[config.mk]
export PLATFORM = sky130hd
export DESIGN_NAME = os_mac_pe
export DESIGN_NICKNAME = d
export VERILOG_FILES = /design/src/rtl/os_mac_pe_pkg.sv /design/src/rtl/os_mac_pe_sat_add.sv /design/src/rtl/os_mac_pe.sv
export SDC_FILE = /design/constraint.sdc
export NUM_CORES = 1
export LEC_CHECK = 0
export BUFFER_PORTS_ARGS = -buffer_cell sky130_fd_sc_hd__buf_4
export CAP_MARGIN = 20
export CORE_ASPECT_RATIO = 0.8
export CORE_MARGIN = 1
export CORE_UTILIZATION = 31
export DETAILED_ROUTE_END_ITERATION = 6
export GPL_ROUTABILITY_DRIVEN = 0
export MAX_ROUTING_LAYER = met4
export PLACE_DENSITY = 0.52
export SLEW_MARGIN = 40
export SYNTH_ARGS = -nofsm -noshare
export SYNTH_HDL_FRONTEND = slang
export SYNTH_SLANG_ARGS = --single-unit
[constraint.sdc]
create_clock -name clk -period 5.9 [get_ports clk]
set_input_delay 0.885 -clock clk [delete_from_list [all_inputs] [get_ports clk]]
set_output_delay 0.885 -clock clk [all_outputs]
set_load 0.02 [all_outputs]
[src/rtl/os_mac_pe_pkg.sv]
// Shared MAC PE definitions: accumulate mode codes and parameter legality checks
// reused by the systolic array top and every PE variant.
package os_mac_pe_pkg;

  localparam int MAC_MODE_WRAP = 0;
  localparam int MAC_MODE_SAT  = 1;

  function automatic bit mult_pipe_ok(input int mult_pipe);
    return (mult_pipe == 0) || (mult_pipe == 1);
  endfunction

  function automatic bit acc_width_ok(input int data_width, input int acc_width);
    return acc_width >= 2 * data_width;
  endfunction

endpackage

[src/rtl/os_mac_pe_sat_add.sv]
// Combinational (ACC_WIDTH+1)-bit add that clamps (or wraps) the sum into ACC_WIDTH bits.
// Zero latency; no flow control.
module os_mac_pe_sat_add
  import os_mac_pe_pkg::*;
#(
  parameter int ACC_WIDTH = 32,
  parameter int SATURATE  = MAC_MODE_SAT
) (
  input  logic signed [ACC_WIDTH:0]   a_i,
  input  logic signed [ACC_WIDTH:0]   b_i,
  output logic signed [ACC_WIDTH-1:0] sum_o,
  output logic                        ovf_o
);

  localparam logic [ACC_WIDTH-1:0] ACC_MAX = {1'b0, {(ACC_WIDTH-1){1'b1}}};
  localparam logic [ACC_WIDTH-1:0] ACC_MIN = {1'b1, {(ACC_WIDTH-1){1'b0}}};

  logic signed [ACC_WIDTH:0] raw;
  logic                      out_of_range;

  assign raw          = a_i + b_i;
  // The top two bits disagree exactly when the sum does not fit ACC_WIDTH signed bits.
  assign out_of_range = raw[ACC_WIDTH] ^ raw[ACC_WIDTH-1];

  always_comb begin
    sum_o = raw[ACC_WIDTH-1:0];
    ovf_o = 1'b0;
    if (SATURATE == MAC_MODE_SAT && out_of_range) begin
      ovf_o = 1'b1;
      sum_o = raw[ACC_WIDTH] ? ACC_MIN : ACC_MAX;
    end
  end

endmodule

[src/rtl/os_mac_pe.sv]
// Output-stationary MAC PE: forwards operands (1 cycle), accumulates, captures results onto
// a drain shift chain (result 1+MULT_PIPE cycles after last); no backpressure, conflicts set err.
module os_mac_pe
  import os_mac_pe_pkg::*;
#(
  parameter int DATA_WIDTH = 8,
  parameter int ACC_WIDTH  = 32,
  parameter int MULT_PIPE  = 1,
  parameter int SATURATE   = MAC_MODE_SAT
) (
  input  logic                         clk,
  input  logic                         rst,
  input  logic                         in_valid,
  input  logic                         in_first,
  input  logic                         in_last,
  input  logic signed [DATA_WIDTH-1:0] in_row,
  input  logic signed [DATA_WIDTH-1:0] in_col,
  output logic                         out_valid,
  output logic                         out_first,
  output logic                         out_last,
  output logic        [DATA_WIDTH-1:0] out_row,
  output logic        [DATA_WIDTH-1:0] out_col,
  input  logic                         drain_shift,
  input  logic                         drain_in_valid,
  input  logic        [ACC_WIDTH-1:0]  drain_in_data,
  output logic                         drain_out_valid,
  output logic        [ACC_WIDTH-1:0]  drain_out_data,
  output logic                         sat_flag,
  output logic                         err
);

  localparam int PW = 2 * DATA_WIDTH;

  if (!mult_pipe_ok(MULT_PIPE)) begin : g_bad_mult_pipe
    $error("os_mac_pe: MULT_PIPE must be 0 or 1");
  end
  if (!acc_width_ok(DATA_WIDTH, ACC_WIDTH)) begin : g_bad_acc_width
    $error("os_mac_pe: ACC_WIDTH must be >= 2*DATA_WIDTH");
  end

  logic                    fwd_vld_q, fwd_first_q, fwd_last_q;
  logic [DATA_WIDTH-1:0]   fwd_row_q, fwd_col_q;

  always_ff @(posedge clk or posedge rst) begin
    if (rst) begin
      fwd_vld_q   <= 1'b0;
      fwd_first_q <= 1'b0;
      fwd_last_q  <= 1'b0;
      fwd_row_q   <= '0;
      fwd_col_q   <= '0;
    end else begin
      fwd_vld_q   <= in_valid;
      fwd_first_q <= in_valid & in_first;
      fwd_last_q  <= in_valid & in_last;
      if (in_valid) begin
        fwd_row_q <= in_row;
        fwd_col_q <= in_col;
      end
    end
  end

  logic signed [PW-1:0]      prod_c;
  logic signed [ACC_WIDTH:0] prod_ext_c;
  logic                      p_vld, p_first, p_last;
  logic signed [ACC_WIDTH:0] p_prod;

  assign prod_c     = PW'(in_row) * PW'(in_col);
  assign prod_ext_c = {{(ACC_WIDTH + 1 - PW){prod_c[PW-1]}}, prod_c};

  if (MULT_PIPE == 1) begin : g_mult_reg
    logic                      vld_q, first_q, last_q;
    logic signed [ACC_WIDTH:0] prod_q;
    always_ff @(posedge clk or posedge rst) begin
      if (rst) begin
        vld_q   <= 1'b0;
        first_q <= 1'b0;
        last_q  <= 1'b0;
        prod_q  <= '0;
      end else begin
        vld_q   <= in_valid;
        first_q <= in_valid & in_first;
        last_q  <= in_valid & in_last;
        prod_q  <= prod_ext_c;
      end
    end
    assign p_vld   = vld_q;
    assign p_first = first_q;
    assign p_last  = last_q;
    assign p_prod  = prod_q;
  end else begin : g_mult_comb
    assign p_vld   = in_valid;
    assign p_first = in_valid & in_first;
    assign p_last  = in_valid & in_last;
    assign p_prod  = prod_ext_c;
  end

  logic signed [ACC_WIDTH-1:0] acc_q, acc_d;
  logic                        open_q, open_d;
  logic                        sat_q, sat_d;
  logic                        err_q, err_d;
  logic        [ACC_WIDTH-1:0] res_q, res_d;
  logic                        res_vld_q, res_vld_d;
  logic                        start_c, capture_c, ovf_c;
  logic signed [ACC_WIDTH:0]   base_c;
  logic signed [ACC_WIDTH-1:0] sum_c;

  // A stray non-first beat with nothing open still starts a fresh product.
  assign start_c   = p_vld & (p_first | ~open_q);
  assign capture_c = p_vld & p_last;
  assign base_c    = start_c ? '0 : {acc_q[ACC_WIDTH-1], acc_q};

  os_mac_pe_sat_add #(
    .ACC_WIDTH (ACC_WIDTH),
    .SATURATE  (SATURATE)
  ) u_sat_add (
    .a_i   (base_c),
    .b_i   (p_prod),
    .sum_o (sum_c),
    .ovf_o (ovf_c)
  );

  always_comb begin
    acc_d     = acc_q;
    open_d    = open_q;
    sat_d     = sat_q;
    err_d     = err_q;
    res_d     = res_q;
    res_vld_d = res_vld_q;
    if (p_vld) begin
      acc_d  = sum_c;
      open_d = ~p_last;
      sat_d  = start_c ? ovf_c : (sat_q | ovf_c);
      if (~p_first & ~open_q) err_d = 1'b1;
    end
    if (capture_c) begin
      res_d     = sum_c;
      res_vld_d = 1'b1;
      if (drain_shift | res_vld_q) err_d = 1'b1;
    end else if (drain_shift) begin
      res_d     = drain_in_data;
      res_vld_d = drain_in_valid;
    end
  end

  always_ff @(posedge clk or posedge rst) begin
    if (rst) begin
      acc_q     <= '0;
      open_q    <= 1'b0;
      sat_q     <= 1'b0;
      err_q     <= 1'b0;
      res_q     <= '0;
      res_vld_q <= 1'b0;
    end else begin
      acc_q     <= acc_d;
      open_q    <= open_d;
      sat_q     <= sat_d;
      err_q     <= err_d;
      res_q     <= res_d;
      res_vld_q <= res_vld_d;
    end
  end

  assign out_valid       = fwd_vld_q;
  assign out_first       = fwd_first_q;
  assign out_last        = fwd_last_q;
  assign out_row         = fwd_row_q;
  assign out_col         = fwd_col_q;
  assign drain_out_valid = res_vld_q;
  assign drain_out_data  = res_q;
  assign sat_flag        = sat_q;
  assign err             = err_q;

endmodule

Word-level counts from Yosys, hierarchy flattened:

Index checks and enable logic that the tools add are counted.

* flip-flop bits (word level): 103
* input bits: 55
* output and inout port bits: 54
* word-level logic and storage cells: 40

* $add $sub $neg: 1
* multiply operators: 1
* multiplexer cells: 13
* bitwise operators: 12
* reduce and logical (&&, ||, !) cells: 1

Operators with widths (count)
* 2-to-1 mux 32 bit: 4
* adder 33 x 16 -> 33 bit: 1
* 2-to-1 mux 33 bit: 1
* multiplier 8 x 8 -> 16 bit: 1
* 2-to-1 mux 1 bit: 8
* bitwise AND 1 bit: 5
* inverter 1 bit: 3
* bitwise OR 1 bit: 3
* nonzero test 2 bit: 1
* bitwise XOR 1 bit: 1

Longest topological paths before layout:

* depth after elaboration: 9
* mapped depth: 18
* depth with buffers taken out: 18

Cells and area by module:

From an unflattened synthesis, not the netlist that was laid out.

* cells, all modules: 907
* area total of the unflattened synthesis: 8740.9 um^2

Modules (own cells, without submodules)
* os_mac_pe: instances 1, cells an instance 601, area each 6626.4 um^2, sequential area each 2577.5 um^2
* os_mac_pe_sat_add: instances 1, cells an instance 306, area each 2114.5 um^2, sequential area each 0.0 um^2

Worst setup path before layout:

Ideal clock, no wire load.

* kind: in2reg
* start point: in in_col[4]
* end point: reg g_mult_reg.prod_q[14]
* setup time: 0.087 ns
* arrival: 4.922 ns
* data required time: 5.813 ns
* setup slack: 0.891 ns
* stages on the path: 17
* buffers on the path: 0
* cell sequence: and2_1 fa_1 inv_1 fa_1 inv_1 fa_1 inv_1 fa_1 inv_1 ha_1 o21ai_0 a21boi_0 o21ai_0 a21boi_0 o21ai_0 or4b_2 o211ai_1

* longest elaborated chain between the ends: 1

Ends and longest elaborated chain
* start: declaration: line os_mac_pe.sv:17 `input logic signed [DATA_WIDTH-1:0] in_col,`
* multiplier 8 x 8 -> 16 bit: line os_mac_pe.sv:67 `assign prod_c = PW'(in_row) * PW'(in_col);`
* named net prod_c[14]: line os_mac_pe.sv:62 `logic signed [PW-1:0] prod_c;`
* end signal: assignment: line os_mac_pe.sv:83 `prod_q <= prod_ext_c;`
* end: declaration: line os_mac_pe.sv:72 `logic signed [ACC_WIDTH:0] prod_q;`

The timed path passes the listed nets, and every way through them passes these cells.
A chain may end at the register's enable or synchronous reset.

Final worst setup path:

Ends and elaborated chain as after synthesis.

==> impl_metrics.yaml <==
run_status:
  status: "finished, final reports clean"
floorplanning:
  dieWidth_um: 191.9
  dieArea_um2: 29550
  rows: 55
  start_util_pct: 31.56
  die_y_um: 154.0
  io_pins: 109
  core_area_um2: 28350
detailed_routing:
  num_vias: 6740
  wirelength_mm: 22.01
  dr.pass1.iters: 4
  drt_drc_violations_left: 0
  wl_per_cell_um: 15.64
  ant_nets: 0
  drt-vias-per-instance: 4.790
  drtIter0Drc: 395
pwr:
  power_frac_seq_pct: 17.7
  ir_drop_uv: 230.2
  p_total_w: 0.006459
  p_leak_nw: 4.738
  pwr-share-comb_pct: 72.2
  power_density_nw_per_um2: 620.2
  netSwitchingPower_w: 0.003267
  power_switching_share_pct: 50.57
  p_clk_share_pct: 10.1
  p_int_w: 0.003193
place:
  post-dp-hpwl_mm: 17.06
  port_buffers: 108
  placedCellCount: 1391
global_route:
  grt_pass1_wl_mm: 36.11
  grt_max_degree: 61
  antenna_found_initial: 0
  gr-usage-all-layers_pct: 15.98
  grt_pass1_vias: 6896
  grt-ovfl-total: 0
clock_tree:
  insertion_delay_ps: 370
  clockBufferDepth: 2
  cts-root-buf: "clkbuf_16"
  cts_tree: "done"
  post-cts-setup-buffers: 0
  clk_transition_reported_paths_ps: 70
  cts_inserted_buffers: 9
  ctsHoldBuffers: 0
  cts_resized: 0
  cts.sinks: 103
  htreeDepth: 3
timing:
  tightest_slew_ps: 831.7
  finalSetupViolations: 0
  rsz0062_at_grt: "false"
  fmax_mhz: 199.0
  finalSetupTns_ps: 0
  timing.final.hold_violations: 0
  slew_viol_final: 0
  worst_hold_slack_ps: 473.7
  min_period_ps: 5026
  relSlewSlack_pct: 44.55
  finClkSkew_ps: 12.35
  finalCritPeriodShare_pct: 85.18
layout:
  multi_input_area_um2: 5754
  seqCellArea_um2: 2577
  diodes: 0
  final_cells: 1407
  syn_to_final_growth_pct: 16.39
  fillers: 2920
  drive_above_1_share_pct: 19.67
  finalNetCount: 1204
synthesis:
  synth-main-ff-cell: "dfrtp_1"
  synthArstFlopShare_pct: 100.0
  synth-warning-count: 0
  syn_area_um2: 8947
  synth_edf_count: 0
  yosysSeqAreaShare_pct: 28.81
  syn_inst: 943
  synth-seq-cells: 103
  syn_avg_cell_area_um2: 9.488
  syn-num-nets: 1115
  netlist-cell-type-count: 65
flow_run:
  drv_cap: 0
worst_setup_path:
  path_max_fanout: 9
  reg2reg_slack_ps: 1620
  cp-start-kind: "input pin"
  worstSetupPathType: "input pin to flop"
  cp.arrival_ps: 5300
  cp.required_ps: 6180
  endpoint_kind: "flop"
min_path:
  hp-class: "flop to flop"
==> layout make-up <==
class,instances,share of cell area [%]
inverters,111,4.049
repair buffers,115,8.483
flip-flops and latches,103,24.75
clock buffers,11,2.235
clock inverters,5,0.7810
multi-input cells,692,55.26
well taps,370,4.446
==> through the flow <==
stage                     setup WS [ps]  utilization (%)  cell area, µm²
after global placement            496.7            35.52           10070
after floorplan                   891.2                -            8947
after global routing              554.6            36.73           10410
final                             874.2            36.73           10410
after detailed placement          450.0            35.61           10100
after CTS                         837.4            36.72           10410
==> power by group through the flow <==
stage                     combinational, W  clock [W]  sequential, W
final                              0.00466   0.000654        0.00114
after global routing               0.00518   0.000706        0.00118
after CTS                          0.00467   0.000681        0.00115
after detailed placement           0.00464          0        0.00115
after global placement             0.00459          0        0.00115
after floorplan                    0.00342          0        0.00124
==> cells in the mapped netlist (all sizes together) (5+ instances only) <==
master  number  area, µm²
o21ai       34      170.2
buf         15      118.9
nand2b      11      68.82
and2        78      488.0
nor2b       11      68.82
mux2i       28      280.3
clkbuf      22      83.83
a22oi       24      280.3
nand3       15      75.07
a21o         7      52.55
ha          61      763.2
nand4        5      31.28
fa          56       1121
nor2        60      225.2
a21oi       76      440.4
o21a         6      45.04
xor2        10      87.58
nor3        10      83.83
xnor2       28      245.2
a31oi        9      107.6
o211ai      19      147.6
a211oi      12      90.09
a21boi       6      45.05
nand2       67      254.0
dfrtp      103       2577
mux2        17      191.4
nand3b       5      37.54
inv        111      416.7
==> critical path, stage by stage <==
cell and delay (ps):
buf_4 140, and2_1 170, fa_1 550, inv_1 50
fa_1 470, inv_1 50, fa_1 520, inv_1 50
fa_1 530, inv_1 40, ha_1 310, o21ai_0 110
a21boi_0 140, o21ai_0 230, a21boi_0 150, o21ai_0 170
or4b_2 600, o211ai_1 120
==> worst paths after layout <==
path                       cells after the start                              end               start
max in group asynchronous                      3            acc_q[23]$_DFFE_PP0P_                 rst
min                                            1                    err$_DFF_PP0_       err$_DFF_PP0_
min reg2reg                                    1                    err$_DFF_PP0_       err$_DFF_PP0_
max reg2reg                                   14    drain_out_data[0]$_DFFE_PP0P_  open_q$_DFFE_PP0P_
min in group asynchronous                      2       g_mult_reg.vld_q$_DFF_PP0_                 rst
max                                           18  g_mult_reg.prod_q[14]$_DFF_PP0_           in_col[4]
==> flip-flops by register name, summed over array words and instances (netlist names) <==
| register | flops |
|---|---|
| acc_q | 32 |
| drain_out_data | 32 |
| drain_out_valid | 1 |
| err | 1 |
| g_mult_reg.first_q | 1 |
| g_mult_reg.last_q | 1 |
| g_mult_reg.prod_q | 16 |
| g_mult_reg.vld_q | 1 |
| open_q | 1 |
| out_col | 8 |
| out_row | 8 |
| sat_flag | 1 |
==> placed cells by master, fill, tap and decap left out, drive strengths merged, types with 9 or more instances in the layout <==
master / instances
nor2b: 11
buf: 115
xnor2: 28
ha: 61
inv: 112
and2: 78
fa: 56
nand2b: 11
xor2: 10
nor3: 10
dfrtp: 103
nand2: 67
a21oi: 76
mux2i: 28
a22oi: 24
mux2: 17
nand3: 15
o211ai: 19
a211oi: 12
a31oi: 9
o21ai: 34
clkbuf: 11
nor2: 60
==> metal layers <==
layer	track usage [%]	vias up	routed length (µm)
met5	-	-	0
met4	3.401	0	244
met3	3.652	17	978
met2	22.38	130	8929
met1	23.16	3218	11860
li1	-	3375	-
==> logic make-up (layout without fill, tap and decap cells) <==
kind of cell / after synthesis / in the layout / share of synthesized area (%)
buffers and inverters: 148 / 242 / 6.922
AOI/OAI and AO/OA: 220 / 220 / 18.38
adders and majority gates: 117 / 117 / 21.06
muxes: 45 / 45 / 5.272
DFF: 103 / 103 / 28.81
and+or+nand+nor: 272 / 272 / 15.84
xor gates and xnor gates: 38 / 38 / 3.720
(Power assumes the default switching activity.)
